File: src/rtl/subtractor_serial_n_pkg.sv
// Shared types and elaboration helpers for the digit-serial subtractor.
//
// Contents:
//   state_t    - FSM states {IDLE, RUN, NEG, DONE}. NEG is reachable only when
//                SUBTRACTOR_SERIAL_ABS_EN is defined.
//   nb_digits  - number of digits N that make up an operand.
//   cnt_width  - digit counter width, $clog2(N) with a minimum of 1 bit.
package subtractor_serial_n_pkg;

    typedef enum logic [1:0] {
        IDLE = 2'd0,
        RUN  = 2'd1,
        NEG  = 2'd2,
        DONE = 2'd3
    } state_t;

    function automatic int nb_digits(input int nb_bit, input int nb_digit);
        return nb_bit / nb_digit;
    endfunction

    function automatic int cnt_width(input int n);
        return (n > 1) ? $clog2(n) : 1;
    endfunction

endpackage

File: src/rtl/subtractor_serial_n_sub_digit.sv
// Combinational nb_digit-bit subtractor slice with borrow in and borrow out.
// The serial top instantiates one slice and reuses it for every digit.
//
// Ports:
//   a_i      in  nb_digit  minuend digit
//   b_i      in  nb_digit  subtrahend digit
//   borrow_i in  1         borrow from the next-lower digit
//   diff_o   out nb_digit  difference digit
//   borrow_o out 1         borrow into the next-higher digit
module sub_digit #(
    parameter int nb_digit = 8
) (
    input  logic [nb_digit-1:0] a_i,
    input  logic [nb_digit-1:0] b_i,
    input  logic                borrow_i,
    output logic [nb_digit-1:0] diff_o,
    output logic                borrow_o
);

    // One extra bit on the left: the (nb_digit+1)-bit result is negative
    // exactly when this digit needs to borrow, so its top bit is the borrow.
    assign {borrow_o, diff_o} = {1'b0, a_i} - {1'b0, b_i} - {{nb_digit{1'b0}}, borrow_i};

endmodule

File: src/rtl/subtractor_serial_n.sv
// Digit-serial unsigned subtractor: diff = a - b over nb_bit operands,
// nb_digit bits per clock, LSB digit first, ripple borrow held in a flop.
//
// Configuration macro:
//   SUBTRACTOR_SERIAL_ABS_EN - when defined, diff_o = |a - b|; a NEG cycle is
//   inserted after RUN only for results that borrowed. borrow_o still gives
//   the sign (1 iff a < b). When undefined, diff_o is the wrapped a - b.
//
// Ports:
//   clk_i    in  1       clock, rising edge
//   rst_i    in  1       synchronous reset, active-high
//   valid_i  in  1       a_i/b_i present
//   ready_o  out 1       operands are accepted this cycle (IDLE or DONE)
//   a_i      in  nb_bit  minuend, unsigned
//   b_i      in  nb_bit  subtrahend, unsigned
//   valid_o  out 1       one-cycle pulse, diff_o/borrow_o are new
//   diff_o   out nb_bit  result, held until the next valid_o
//   borrow_o out 1       1 iff a < b, held with diff_o
module subtractor_serial_n
    import subtractor_serial_n_pkg::*;
#(
    parameter int nb_bit   = 24,
    parameter int nb_digit = 8
) (
    input  logic              clk_i,
    input  logic              rst_i,
    input  logic              valid_i,
    output logic              ready_o,
    input  logic [nb_bit-1:0] a_i,
    input  logic [nb_bit-1:0] b_i,
    output logic              valid_o,
    output logic [nb_bit-1:0] diff_o,
    output logic              borrow_o
);

    localparam int               N     = nb_digits(nb_bit, nb_digit);
    localparam int               CNT_W = cnt_width(N);
    localparam logic [CNT_W-1:0] LAST  = CNT_W'(N - 1);

    if (nb_bit % nb_digit != 0) begin : g_bad_width
        $error("subtractor_serial_n: nb_bit (%0d) must be a multiple of nb_digit (%0d)",
               nb_bit, nb_digit);
    end

    state_t                       state;
    state_t                       state_nxt;
    logic [CNT_W-1:0]             cnt;
    logic                         bin;
    logic [N-1:0][nb_digit-1:0]   a_reg;
    logic [N-1:0][nb_digit-1:0]   b_reg;
    logic [N-1:0][nb_digit-1:0]   result;
    logic [N-1:0][nb_digit-1:0]   res_merged;
    logic [nb_digit-1:0]          d;
    logic                         bout;
    logic                         accept;
    logic                         last;

    assign ready_o = (state == IDLE) || (state == DONE);
    assign valid_o = (state == DONE);
    assign accept  = valid_i && ready_o;
    assign last    = (cnt == LAST);

    sub_digit #(
        .nb_digit (nb_digit)
    ) u_digit (
        .a_i      (a_reg[cnt]),
        .b_i      (b_reg[cnt]),
        .borrow_i (bin),
        .diff_o   (d),
        .borrow_o (bout)
    );

    // Result with the digit computed this cycle already in place, so the
    // last RUN cycle can publish the complete word without waiting a cycle.
    always_comb begin
        res_merged      = result;
        res_merged[cnt] = d;
    end

    always_ff @(posedge clk_i) begin
        if (rst_i) begin
            state <= IDLE;
        end else begin
            state <= state_nxt;
        end
    end

    always_comb begin
        state_nxt = state;
        case (state)
            IDLE: begin
                if (accept) begin
                    state_nxt = RUN;
                end
            end
            RUN: begin
                if (last) begin
`ifdef SUBTRACTOR_SERIAL_ABS_EN
                    state_nxt = bout ? NEG : DONE;
`else
                    state_nxt = DONE;
`endif
                end
            end
            NEG: begin
                state_nxt = DONE;
            end
            DONE: begin
                state_nxt = accept ? RUN : IDLE;
            end
            default: begin
                state_nxt = IDLE;
            end
        endcase
    end

    // Control and published outputs: cleared by reset.
    always_ff @(posedge clk_i) begin
        if (rst_i) begin
            cnt      <= '0;
            bin      <= 1'b0;
            diff_o   <= '0;
            borrow_o <= 1'b0;
        end else if (accept) begin
            cnt <= '0;
            bin <= 1'b0;
        end else if (state == RUN) begin
            cnt <= cnt + CNT_W'(1);
            bin <= bout;
            if (last && (state_nxt == DONE)) begin
                diff_o   <= res_merged;
                borrow_o <= bout;
            end
        end else if (state == NEG) begin
            // Only entered after a borrow, so bin is 1 here and stays the sign.
            diff_o   <= ~result + nb_bit'(1);
            borrow_o <= bin;
        end
    end

    // Operand and partial-result storage: pure data, no reset needed.
    always_ff @(posedge clk_i) begin
        if (accept) begin
            a_reg <= a_i;
            b_reg <= b_i;
        end
        if (state == RUN) begin
            result <= res_merged;
        end
    end

endmodule

File: config.mk
export PLATFORM = sky130hd
export DESIGN_NAME = subtractor_serial_n
export DESIGN_NICKNAME = d
export VERILOG_FILES = /design/src/rtl/subtractor_serial_n_pkg.sv /design/src/rtl/subtractor_serial_n_sub_digit.sv /design/src/rtl/subtractor_serial_n.sv
export SDC_FILE = /design/constraint.sdc
export NUM_CORES = 1
export LEC_CHECK = 0
export BUFFER_PORTS_ARGS = -buffer_cell sky130_fd_sc_hd__buf_2
export CORE_MARGIN = 8
export CORE_UTILIZATION = 30
export CTS_CLUSTER_SIZE = 25
export DETAILED_ROUTE_END_ITERATION = 10
export PLACE_DENSITY = 0.47
export SYNTH_ARGS = -nofsm -noshare
export SYNTH_HDL_FRONTEND = slang
export SYNTH_HIERARCHICAL = 1
export SYNTH_SLANG_ARGS = --single-unit
File: constraint.sdc
create_clock -name clk_i -period 8.5 [get_ports clk_i]
set_input_delay 0 -clock clk_i [delete_from_list [all_inputs] [get_ports clk_i]]
set_output_delay 0 -clock clk_i [all_outputs]
set_load 0.05 [all_outputs]
---- Word level (Yosys, flattened, before mapping) ----
Index checks and enable logic that the tools add are counted.
Widths: inputs -> output; s select.
storage, ports and cells
  bits in latches ......................... 0
  register bits after elaboration ......... 102
  bits in writable memories ............... 0
  bits in read-only memories .............. 0
  memories kept ........................... 0
  word-level logic and storage cells ...... 53
operators by class
  multipliers ............................. 0
  shift-type cells ........................ 0
  muxes and demuxes ....................... 17
  add/sub/neg operators ................... 4
  equality and inequality tests ........... 6
  bitwise operators ....................... 2
  $lt $le $gt $ge ......................... 2
  divide/modulo/power cells ............... 0
  reduce and logical (&&, ||, !) cells .... 8
operators by type and width
  operator               count
  $mux 24                3
  $bmux 8 s2             2
  $add 24x1->24 const B  1
  $bwmux 24              1
  $mux 8                 3
  $not 24->24            1
  $demux 8 s2            1
  $sub 8x8->9            1
  $sub 9x1->9            1
  $eq 2x2->1 const B     4
  $pmux 2 s4             1
  $mux 1                 4
  $mux 2                 2
  $logic_and 1x1->1      3
  $lt 2x3->1 const B     1
  $reduce_and 3->1       1
  $add 2x1->2 const B    1
  $eq 2x1->1 const B     1
  $ge 2x1->1 const B     1
  $logic_not 2->1        1
  $ne 2x1->1 const B     1
  $reduce_bool 2->1      1
  $reduce_or 2->1        1
  $logic_or 1x1->1       1
  $not 1->1              1

---- Depth between registers and ports, before layout ----
  word-level depth ........................ 9
  depth in mapped cells ................... 17
  gate-level depth less buffers ........... 16

---- By module ----
The synthesis kept the hierarchy.
by module, submodules not included
  module               cells an instance  seq. area each (sq um)  times used  area an instance (sq um)
  subtractor_serial_n  388                2762.6                  1           4773.3
  sub_digit            76                 0.0                     1           554.3

---- Least setup slack after synthesis ----
Ideal clock, no wire load.
  path kind ............................... flip-flop to flip-flop
  from .................................... register cnt[0]
  to ...................................... register diff_o[23]
  stages on the path, launching flop included .. 16
  setup slack ............................. 4704 ps
  required time ........................... 8364 ps
  library setup time ...................... 136 ps
  data arrival time ....................... 3661 ps
  path through ............................ dfxtp_1 > clkbuf_1 > buf_1 > mux2i_1 > o21ai_0 > ha_1 > inv_1 > ha_1 > a21oi_2 > nand2_2 > a221oi_2 > nand3b_1 > mux2_2 > o41ai_1 > a211o_1 > a21oi_1
RTL lines
  element                 line                        source
  from (decl)             subtractor_serial_n.sv:47   logic [CNT_W-1:0] cnt;
  from (signal assigned)  subtractor_serial_n.sv:128  cnt <= cnt + CNT_W'(1);
  to (signal assigned)    subtractor_serial_n.sv:131  diff_o <= res_merged;
  to (signal assigned)    subtractor_serial_n.sv:136  diff_o <= ~result + nb_bit'(1);
  to (decl)               subtractor_serial_n.sv:32   output logic [nb_bit-1:0] diff_o,

==> run metrics <==
Final Skew=4.11 ps; starting DRC count in detailed routing=around 170; worst hold slack=148 ps; total die area=22,300 um^2; HP Class=in -> reg; fin cells=approximately 800; Die X=roughly 150 um; Area Overhead vs Synth=26.3%; grt total ovfl=0; critical path required time=8730 ps; post-route ant nets=0; Slew HR=37.1%; Max Slew Vio Count=0; post-synth top area share=about 40%; register area share after synthesis=51.9%; global-route wire length before repair=~21,000 um; H-Tree Depth=3; Port Buf Inserts=77; Layout fillers=1,659; Placed Cells=748; clk sink count=roughly 100; commonest non-fill, non-tap cells in the layout=buf_2 (77), edfxtp_1 (72), dlygate4sd3_1 (49); CTS Buf Count=9; synth warn=6; TritonCTS clock tree=done; io pins=between 70 and 80; Site Rows=48; Longest Clk Path Bufs=2; Power Density=268 nW/um^2; Least-Margin Pin Slew=940 ps; Register Area=between 2000 and 3000 um^2; CP startpoint kind=flip-flop; most common cell after layout, fill and taps aside=buf_2; number of remaining DRC errors=0; synth unique cells=63; post-synth top area cell=edfxtp_1; Post-Place Cell Area=5920 um^2; Multi-input gate area=2330 um^2; gpl congestion=approximately 0.82; clk_lat worst skew=350 ps; final hold vios=0; drt wl/cell=between 15 and 20 um; Initial Util=30.7%; drt via density=roughly 4.8; kind of critical path=reg -> reg; via count=3,887; Final TNS setup=0 ps; final setup violation count=0; Final min period=4400 ps; Mapped Cells=between 400 and 500; Max IR drop VDD=0.153 mV; outcome=complete, no violations; Cell Area, Synth=approximately 5300 um^2; Pre-Repair DR Iteration Count=6; async set-reset flop share out of synthesis=0%; top post-synthesis cells by area=edfxtp_1 (41%), dfxtp_1 (11%), mux2i_1 (5.8%), ha_1 (5.2%), mux2_2 (5.1%); Arr. time, crit path=4630 ps; CP endpoint kind=flip-flop; largest net degree at the start of global routing=67; NumNets Final=658; Most used DFF post-synth=edfxtp_1; share of cells above drive strength 1=24.0%; fmax=227 MHz; Die Ht=149 um; Final period util=between 50% and 60%; design area=6730 um^2; gr usage total=between 10% and 20%; maxcap violations=0; syn avg cell area=11.5 um^2; HPWL Detailed=8990 um; Syn Nets=roughly 540; number of global-route vias before repair=4,030; Root Buffer Master=clkbuf_16; number of flops mapped to enable cells by yosys=72; register bit total from synthesis=slightly above 100; Worst Path Max Fanout=19; final WL=12,800 um; Clock Pin Slew Worst Setup and Hold Paths=70 ps; ANT cells=0; unrepaired setup endpoints after global routing=no; core area=17,400 um^2; leak pwr=around 2.6 nW; # Post-CTS Setup Buffers=0; antenna violations before repair=0
per-stage QoR:
step | setup WS, ps | util [%] | power (W)
final | 4100 | 38.8 | 0.00180
after global routing | 3600 | 38.8 | 0.00191
after CTS | 4080 | 38.8 | 0.00183
after detailed placement | 4100 | 34.1 | 0.00135
after global placement | 4320 | 34.1 | 0.00134
after floorplan | 4700 | - | 0.00118
worst max-delay path, cell delays in order (launching register included):
cell and delay, ps:
dfxtp_1 630, inv_1 150, nor2_1 750, nand2_1 100, o21ai_0 110, inv_1 60
ha_1 270, inv_1 40, ha_1 390, a21oi_2 280, nand2_2 80, a221oi_2 250
nand3b_1 150, mux2_2 290, o41ai_1 460, a211o_1 190, a21oi_1 40
layout make-up:
type                            count  share of cell area, %
Clock inverter                      6                   1.41
Inverter                           33                   1.84
Sequential cell                   102                   41.1
Multi-Input combinational cell    307                   34.7
Clock buffer                        9                   3.35
Timing Repair Buffer              130                   13.5
Tap cell                          225                   4.19
final timing paths:
kind,cells after the start,slack (ps),startpoint,endpoint
setup / recovery,16,4100,cnt[1],diff_o[23]
setup reg to reg,16,4100,cnt[1],diff_o[23]
hold / removal,2,150,rst_i,state[1]
hold reg to reg,2,490,diff_o[16],diff_o[16]
synth_stat cells, drive strengths merged (3+ instances only):
master	count
edfxtp	72
nor2	38
inv	33
nand2	33
mux2i	31
dfxtp	30
o21ai	25
mux2	24
ha	22
nor3	18
clkbuf	13
a211oi	10
buf	9
nor4	9
xnor2	9
o31a	8
xor2	8
o311a	7
or3	7
a21oi	6
nand3	4
nand4	4
o31ai	4
a211o	3
a21boi	3
nor2b	3
o211ai	3
or2	3
kinds of logic (layout without fill, tap and decap cells):
| logic type | count (synthesis) | in the layout | synth area share [%] |
|---|---|---|---|
| AOI/OAI and AO/OA | 79 | 79 | 10.9 |
| buffers and inverters | 55 | 178 | 4.72 |
| and+or+nand+nor | 132 | 132 | 12.9 |
| adders and majority gates | 24 | 24 | 5.92 |
| muxes | 55 | 55 | 10.9 |
| xor gates and xnor gates | 17 | 17 | 2.79 |
| DFF | 102 | 102 | 51.9 |
timing repair:
item                                   in CTS  in global routing
resized for setup                           0                  0
endpoints found under the hold margin      49                  0
hold buffers                               49                  0
layer usage:
metal	global-route usage, %	vias up	wire [um]
met3	3.25	17	546
met4	4.49	0	261
met2	20.4	92	6500
li1	-	1942	-
met5	0	-	0
met1	13.8	1836	5520
report_power, final:
part	total (W)	switching, W	internal [W]
registers	0.000692	0.0000568	0.000636
logic	0.000659	0.000411	0.000247
clock network	0.000450	0.000191	0.000260
total	0.00180	0.000659	0.00114
Note: power is estimated with default switching activity, not from simulation.
